$ cat config.mk
export PLATFORM = sky130hd
export DESIGN_NAME = synth_mac_sched
export DESIGN_NICKNAME = d
export VERILOG_FILES = /design/src/rtl/synth_mac_pkg.sv /design/src/rtl/synth_mac_sched_fifo.sv /design/src/rtl/synth_mac_sched.sv
export SDC_FILE = /design/constraint.sdc
export NUM_CORES = 2
export LEC_CHECK = 0
export CAP_MARGIN = 10
export CORE_AREA = 2 2 349 351
export CTS_CLUSTER_SIZE = 40
export DETAILED_ROUTE_END_ITERATION = 7
export DIE_AREA = 0 0 351 353
export MAX_ROUTING_LAYER = met4
export PLACE_DENSITY = 0.7
export SYNTH_ARGS = -nofsm -noshare
export SYNTH_HDL_FRONTEND = slang
export SYNTH_SLANG_ARGS = --single-unit
$ cat constraint.sdc
create_clock -name clk -period 8.96 [get_ports clk]
set_clock_uncertainty 0.1 [all_clocks]
set_input_delay 1.344 -clock clk [delete_from_list [all_inputs] [get_ports clk]]
set_output_delay 1.344 -clock clk [all_outputs]
set_load 0.02 [all_outputs]
$ cat src/rtl/synth_mac_pkg.sv
// Shared constants for the polyphase-synthesis MAC scheduler: register map,
// FSM state encoding and STATUS bit positions.
package synth_mac_pkg;
  localparam logic [4:0] REG_VADDR  = 5'h00;
  localparam logic [4:0] REG_IDX    = 5'h04;
  localparam logic [4:0] REG_CTRL   = 5'h08;
  localparam logic [4:0] REG_STATUS = 5'h0C;
  localparam logic [4:0] REG_RESULT = 5'h10;

  typedef logic [1:0] state_t;
  localparam state_t S_IDLE  = 2'd0;
  localparam state_t S_ISSUE = 2'd1;
  localparam state_t S_DRAIN = 2'd2;
  localparam state_t S_PUSH  = 2'd3;

  localparam int ST_BUSY      = 0;
  localparam int ST_CNT_LO    = 8;
  localparam int ST_START_ERR = 16;
  localparam int ST_UNDER_ERR = 17;
  localparam int ST_OVER_ERR  = 18;
endpackage

$ cat src/rtl/synth_mac_sched_fifo.sv
// Result FIFO: 32-bit synchronous FIFO with occupancy count; head is
// visible combinationally so a pop returns the old head.
module synth_result_fifo #(
  parameter int DEPTH = 32,
  localparam int AW   = $clog2(DEPTH)
) (
  input  logic          clk,
  input  logic          reset,
  input  logic          i_push,
  input  logic [31:0]   i_wdata,
  input  logic          i_pop,
  output logic [31:0]   o_rdata,
  output logic          o_full,
  output logic          o_empty,
  output logic [AW:0]   o_count
);
  logic [31:0]   r_mem [DEPTH];
  logic [AW-1:0] r_wptr, r_rptr;
  logic [AW:0]   r_count;
  logic          w_do_push, w_do_pop;

  assign o_full    = (r_count == (AW+1)'(DEPTH));
  assign o_empty   = (r_count == '0);
  assign o_count   = r_count;
  assign o_rdata   = r_mem[r_rptr];
  assign w_do_pop  = i_pop && !o_empty;
  // a full FIFO can still take a push when the head leaves in the same cycle
  assign w_do_push = i_push && (!o_full || w_do_pop);

  always_ff @(posedge clk) begin
    if (reset) begin
      r_wptr  <= '0;
      r_rptr  <= '0;
      r_count <= '0;
    end else begin
      if (w_do_push) r_wptr <= r_wptr + 1'b1;
      if (w_do_pop)  r_rptr <= r_rptr + 1'b1;
      r_count <= r_count + (AW+1)'(w_do_push) - (AW+1)'(w_do_pop);
    end
  end

  always_ff @(posedge clk) begin
    if (w_do_push) r_mem[r_wptr] <= i_wdata;
  end
endmodule

$ cat src/rtl/synth_mac_sched.sv
// MMIO-driven scheduler for the synthesis windowed MAC: issues TAPS reads per
// output, accumulates coef*sample through a 2-stage pipe, queues results.
module synth_mac_sched
  import synth_mac_pkg::*;
#(
  parameter int TAPS       = 8,
  parameter int TAP_STRIDE = 512,
  parameter int IDX_STRIDE = 64,
  parameter int OUT_STRIDE = 4,
  parameter int FIFO_DEPTH = 32
) (
  input  logic        clk,
  input  logic        reset,
  input  logic        i_reg_valid,
  output logic        o_reg_ready,
  input  logic        i_reg_write,
  input  logic [4:0]  i_reg_addr,
  input  logic [31:0] i_reg_wdata,
  output logic        o_reg_rsp_valid,
  output logic [31:0] o_reg_rsp_data,
  output logic        o_mem_cmd_valid,
  input  logic        i_mem_cmd_ready,
  output logic [31:0] o_mem_cmd_addr,
  input  logic        i_mem_rsp_valid,
  input  logic [31:0] i_mem_rsp_data,
  output logic [8:0]  o_coef_idx,
  input  logic [17:0] i_coef,
  output logic        o_busy
);
  localparam int IW = $clog2(TAPS) + 1;
  localparam int CW = $clog2(FIFO_DEPTH) + 1;

  state_t             r_state;
  logic [31:0]        r_vaddr, r_cur_addr, r_accu, r_rsp_data;
  logic [8:0]         r_idx, r_cur_idx;
  logic [4:0]         r_cnt;
  logic [5:0]         r_remaining;
  logic [IW-1:0]      r_issued, r_rsp_cnt;
  logic               r_s1_vld, r_rsp_valid;
  logic signed [17:0] r_coef;
  logic signed [31:0] r_samp;
  logic               r_start_err, r_under_err, r_over_err;

  logic               w_wr, w_rd, w_start, w_pop_req, w_fifo_pop, w_push;
  logic               w_cmd_fire, w_rsp_take, w_rsp_drop;
  logic               w_fifo_full, w_fifo_empty;
  logic [CW-1:0]      w_fifo_count;
  logic [31:0]        w_fifo_rdata, w_status, w_rdata;
  logic signed [31:0] w_coef_sx, w_prod;

  assign o_reg_ready     = 1'b1;
  assign o_reg_rsp_valid = r_rsp_valid;
  assign o_reg_rsp_data  = r_rsp_data;
  assign o_busy          = (r_state != S_IDLE);
  assign o_mem_cmd_valid = (r_state == S_ISSUE);
  assign o_mem_cmd_addr  = r_cur_addr + 32'(r_issued) * 32'(TAP_STRIDE);
  assign o_coef_idx      = r_cur_idx + 9'(32'(r_rsp_cnt) * 32'(IDX_STRIDE));

  assign w_wr       = i_reg_valid && i_reg_write;
  assign w_rd       = i_reg_valid && !i_reg_write;
  assign w_start    = w_wr && (i_reg_addr == REG_CTRL) && i_reg_wdata[0];
  assign w_pop_req  = w_rd && (i_reg_addr == REG_RESULT);
  assign w_fifo_pop = w_pop_req && !w_fifo_empty;
  assign w_push     = (r_state == S_PUSH) && !w_fifo_full;
  assign w_cmd_fire = o_mem_cmd_valid && i_mem_cmd_ready;
  // only responses owed to the current output are accepted
  assign w_rsp_take = i_mem_rsp_valid && (r_state == S_ISSUE || r_state == S_DRAIN)
                      && (r_rsp_cnt < IW'(TAPS));
  assign w_rsp_drop = i_mem_rsp_valid && !w_rsp_take;
  assign w_coef_sx  = 32'(r_coef);
  assign w_prod     = w_coef_sx * r_samp;

  synth_result_fifo #(.DEPTH(FIFO_DEPTH)) u_fifo (
    .clk     (clk),
    .reset   (reset),
    .i_push  (w_push),
    .i_wdata (r_accu),
    .i_pop   (w_fifo_pop),
    .o_rdata (w_fifo_rdata),
    .o_full  (w_fifo_full),
    .o_empty (w_fifo_empty),
    .o_count (w_fifo_count)
  );

  always_comb begin
    w_status                      = '0;
    w_status[ST_BUSY]             = o_busy;
    w_status[ST_CNT_LO +: 6]      = 6'(w_fifo_count);
    w_status[ST_START_ERR]        = r_start_err;
    w_status[ST_UNDER_ERR]        = r_under_err;
    w_status[ST_OVER_ERR]         = r_over_err;
    case (i_reg_addr)
      REG_VADDR:  w_rdata = r_vaddr;
      REG_IDX:    w_rdata = {23'd0, r_idx};
      REG_CTRL:   w_rdata = {19'd0, r_cnt, 8'd0};
      REG_STATUS: w_rdata = w_status;
      REG_RESULT: w_rdata = w_fifo_empty ? 32'd0 : w_fifo_rdata;
      default:    w_rdata = 32'd0;
    endcase
  end

  always_ff @(posedge clk) begin
    if (reset) begin
      r_rsp_valid <= 1'b0;
      r_rsp_data  <= '0;
      r_vaddr     <= '0;
      r_idx       <= '0;
      r_cnt       <= '0;
      r_start_err <= 1'b0;
      r_under_err <= 1'b0;
      r_over_err  <= 1'b0;
    end else begin
      r_rsp_valid <= i_reg_valid;
      r_rsp_data  <= w_rd ? w_rdata : 32'd0;
      if (w_wr) begin
        case (i_reg_addr)
          REG_VADDR: r_vaddr <= i_reg_wdata;
          REG_IDX:   r_idx   <= i_reg_wdata[8:0];
          REG_CTRL:  r_cnt   <= i_reg_wdata[12:8];
          REG_STATUS: begin
            if (i_reg_wdata[ST_START_ERR]) r_start_err <= 1'b0;
            if (i_reg_wdata[ST_UNDER_ERR]) r_under_err <= 1'b0;
            if (i_reg_wdata[ST_OVER_ERR])  r_over_err  <= 1'b0;
          end
          default: ;
        endcase
      end
      // a new error event outranks a clear in the same cycle
      if (w_start && o_busy)           r_start_err <= 1'b1;
      if (w_pop_req && w_fifo_empty)   r_under_err <= 1'b1;
      if (w_rsp_drop)                  r_over_err  <= 1'b1;
    end
  end

  always_ff @(posedge clk) begin
    if (reset) begin
      r_state     <= S_IDLE;
      r_cur_addr  <= '0;
      r_cur_idx   <= '0;
      r_remaining <= '0;
      r_issued    <= '0;
      r_rsp_cnt   <= '0;
      r_s1_vld    <= 1'b0;
      r_coef      <= '0;
      r_samp      <= '0;
      r_accu      <= '0;
    end else begin
      r_s1_vld <= w_rsp_take;
      if (w_rsp_take) begin
        r_coef    <= i_coef;
        r_samp    <= i_mem_rsp_data;
        r_rsp_cnt <= r_rsp_cnt + 1'b1;
      end
      if (r_s1_vld) r_accu <= r_accu + w_prod;
      case (r_state)
        S_IDLE: if (w_start) begin
          r_cur_addr  <= r_vaddr;
          r_cur_idx   <= r_idx;
          r_remaining <= 6'(i_reg_wdata[12:8]) + 6'd1;
          r_issued    <= '0;
          r_rsp_cnt   <= '0;
          r_accu      <= '0;
          r_state     <= S_ISSUE;
        end
        S_ISSUE: if (w_cmd_fire) begin
          r_issued <= r_issued + 1'b1;
          if (r_issued == IW'(TAPS - 1)) r_state <= S_DRAIN;
        end
        S_DRAIN: if (r_rsp_cnt == IW'(TAPS) && !r_s1_vld) r_state <= S_PUSH;
        S_PUSH: if (w_push) begin
          r_cur_addr  <= r_cur_addr + 32'(OUT_STRIDE);
          r_cur_idx   <= r_cur_idx + 9'd1;
          r_remaining <= r_remaining - 6'd1;
          if (r_remaining == 6'd1) begin
            r_state <= S_IDLE;
          end else begin
            r_issued  <= '0;
            r_rsp_cnt <= '0;
            r_accu    <= '0;
            r_state   <= S_ISSUE;
          end
        end
        default: r_state <= S_IDLE;
      endcase
    end
  end
endmodule

==> key figures <==
Placement
  • Placer Congestion: between 0.8 and 0.9
  • Post-detail-place hpwl: roughly 100000 µm
  • Place WS: between 1.5 and 2 ns
  • Port Buf Inserts: approximately 170

Global routing
  • GR met2 Demand/Resource: a little over two fifths
  • Vias in the first global route: 36704
  • Tot GR Track Use: 26.8%
  • Grt total ovfl: 0
  • First-pass GRT wire length: between 200000 and 250000 µm
  • Largest net degree at the start of global routing: roughly 140
  • Initial antenna violation count: 2
  • Met1 Track Usage GR: 36.6%
  • Busiest grt layer: met2
  • Routing usage on met3: 4.07%

Clock network
  • CTS tree: built
  • # resized after CTS: 0
  • Num CTS Buffers: 130
  • Reg clk slew, reported paths: 0.06 ns
  • Maximum clock insertion buffer count: 3
  • Htree depth: 4
  • Clock Sinks: 1267
  • Clk Latency, worst-skew pair: 0.74 ns
  • Setup Buffers After CTS: 0
  • Root buffer cell: clkbuf_16
  • Hold Buf Count CTS: 0

Worst setup path
  • Crit path arrival time: a little under 8 ns
  • Max FO, Critical Path: 24
  • Critical path endpoint category: flip-flop
  • CP Launch Type: flip-flop
  • Setup CP Type: flip-flop to flip-flop
  • Req. time, crit path: ~9.5 ns

STA
  • Slew Limit Fails: 0
  • Max Freq: about 0.14 GHz
  • Final setup fails: 0
  • Final min period: 7.24 ns
  • Post-route setup TNS: 0 ns
  • Rel. slew slack: between 10 and 15%
  • Fin. Hold Viols: 0
  • RSZ-0062 raised after global routing: false
  • Final Cycle Share: ~80%
  • Worst-margin pin slew: approximately 1.3 ns
  • Final WS setup: 1.72 ns

Synth
  • Mapped cell area: 63300 µm²
  • Syn nets: roughly 5000
  • Post-synth EDFFs: slightly above 1000
  • Seq/Total Area, Yosys: about 56%
  • Number of warnings issued by yosys: 0
  • Syn avg cell area: approximately 14 µm²
  • Async set-reset flop share out of synthesis: 0%
  • Yosys cell types: 73
  • Synthesized instance count: roughly 4400
  • Number of synthesized register bits: 1267
  • Post-synth top flop: edfxtp_1

Routing
  • 1st-iter DRT viols: 4164
  • Post-Route WL: approximately 160000 µm
  • Vias per inst: between 5 and 6
  • DRC Markers: 0
  • First-pass DRT Iterations: 8
  • DRT antenna net count: 0
  • DR WL/cell: between 20 and 30 µm
  • Vias: about 37000

Power and ir drop
  • Maximum VDD drop: 0.000193 V
  • Power per Cell Area: ~170 nW/µm²
  • Leakage power: 24.8 nW

Final layout
  • Layout cells sized above 1: 14.2%
  • Multi-input gate area: between 20000 and 30000 µm²
  • Area Growth Syn to Fin: 12.2%
  • Fin nets: between 5000 and 6000
  • Filler cell count: about 9000
  • FF+latch area: 35600 µm²

Floorplan
  • Full die area: roughly 120000 µm²
  • CORE AREA: roughly 120000 µm²
  • Starting Density: between 50% and 60%
  • Row count: approximately 130
  • Ports: 170
  • Die Y: about 350 µm
  • Die extent in x: around 350 µm

Min path
  • Worst hold-check path type: flip-flop to flip-flop

Status
  • Status: finished, final reports clean

Job
  • Total of max-cap violations: 0
[critical path, stage by stage (launching register included)]
cell and delay, ns:
dfxtp_1 0.98, nand2_1 0.18, fa_1 0.54, fa_1 0.51, fa_1 0.52, inv_1 0.06, fa_1 0.56, fa_1 0.43
fa_1 0.51, fa_1 0.44, ha_1 0.35, a21oi_1 0.22, o21ai_0 0.14, a211oi_1 0.47, o31ai_2 0.22, a311oi_1 0.47
o21ai_0 0.16, and2_1 0.18, o21ai_1 0.11
[layer usage]
layer	vias up	share of wire, %
met5	-	0
met4	0	3.1
met3	263	7.3
met2	1507	49
met1	19058	40
li1	15794	-
[path summary, 6_finish.rpt]
kind	to	slack [ns]	depth (start not counted)	start
hold / removal	r_samp[31]	0.37	2	r_samp[31]
setup reg to reg	r_accu[25]	1.72	18	r_coef[3]
setup / recovery	r_accu[25]	1.72	18	r_coef[3]
hold reg to reg	r_samp[31]	0.37	2	r_samp[31]
[synth_stat cells (6+ instances only)]
cell type	n	area, µm²
dfxtp_1	243	4860
a22oi_1	20	150
or3_1	12	75.1
clkbuf_1	197	739
nand3b_1	6	45.0
nand2_1	500	1880
nor3_1	20	100
buf_6	7	78.8
a21oi_1	176	881
a211oi_1	19	143
o21a_1	7	52.6
a21o_1	12	90.1
o2bb2ai_1	6	52.6
buf_1	7	26.3
nand4_1	20	125
a221oi_2	6	90.1
nand3_1	32	160
and2_1	188	1180
xor2_1	31	272
mux4_2	321	7230
inv_1	422	1580
buf_2	35	175
nor2b_1	23	144
mux2i_1	71	711
ha_1	133	1660
xnor2_1	61	534
o21ai_0	51	255
nand2b_1	6	37.5
nor2_1	224	841
buf_4	17	128
and3_1	12	75.1
o22a_1	8	70.1
edfxtp_1	1024	30700
fa_1	365	7310
[state kept, by name, indices dropped and copies added (netlist names), 2 cells and up, named ones only]
register,flops
r_issued,4
r_cur_idx,9
u_fifo.o_count,6
r_remaining,6
r_vaddr,32
r_state,2
u_fifo.r_wptr,5
r_cnt,5
r_samp,32
u_fifo.r_mem,1024
r_coef,18
r_idx,9
r_rsp_cnt,4
o_reg_rsp_data,32
u_fifo.r_rptr,5
r_cur_addr,32
r_accu,32
[area by class of cell]
class	instances	area share, %
clock buffers	174	5.01
diodes	2	0.00704
clock inverters	56	0.870
inverters	422	2.23
multi-input cells	2428	35.5
flip-flops and latches	1267	50.1
repair buffers	257	3.39
well taps	1625	2.86
[logic make-up after synthesis]
logic type,after synthesis,share of synthesized area (%)
flops,1267,56.2
simple gates,1069,7.67
buf+inv,685,4.31
fa+ha+maj,498,14.2
mux,396,12.6
compound gates,370,3.65
xor+xnor,94,1.34
other cells,1,0.00592
[cell usage in the layout (no fill, tap or decap), types with 8 or more instances in the layout]
cell type / instances
xor2_1: 31
o22a_1: 8
mux4_2: 321
edfxtp_1: 1024
nor3_1: 19
dfxtp_1: 238
clkdlybuf4s50_1: 167
a22oi_1: 20
clkbuf_16: 134
a21oi_1: 176
inv_1: 422
nor2_4: 33
and2_1: 188
clkbuf_1: 34
mux2i_1: 71
nand4_1: 20
nand2_1: 500
ha_1: 132
and3_1: 12
a21o_1: 12
buf_4: 85
clkinv_2: 14
or3_1: 12
clkinv_1: 17
bufinv_16: 10
nor2b_1: 23
fa_1: 365
nor2_1: 191
a211oi_1: 19
xnor2_1: 61
o21ai_0: 51
nand3_1: 32
[power by group]
part / total [mW] / leakage, nW / internal (mW) / switching (mW)
logic: 0.435 / 11.4 / 0.170 / 0.265
clock network: 5.35 / 2.03 / 3.10 / 2.25
registers: 6.39 / 11.3 / 6.30 / 0.0829
total: 12.2 / 24.8 / 9.57 / 2.60
[per-stage QoR]
stage	total power, mW	hold WS [ns]	std cells	utilization (%)	cell area (µm²)
global route	12.5	0.392	6231	58.9	71100
global placement	6.93	0.354	5998	55.4	66900
finish	12.2	0.367	6231	58.9	71100
floorplan	6.75	0.337	4380	-	63300
CTS	12.2	0.366	6228	58.9	71100
detailed placement	6.94	0.357	5998	55.4	66900
No activity file was read; power rests on OpenSTA's default activity.
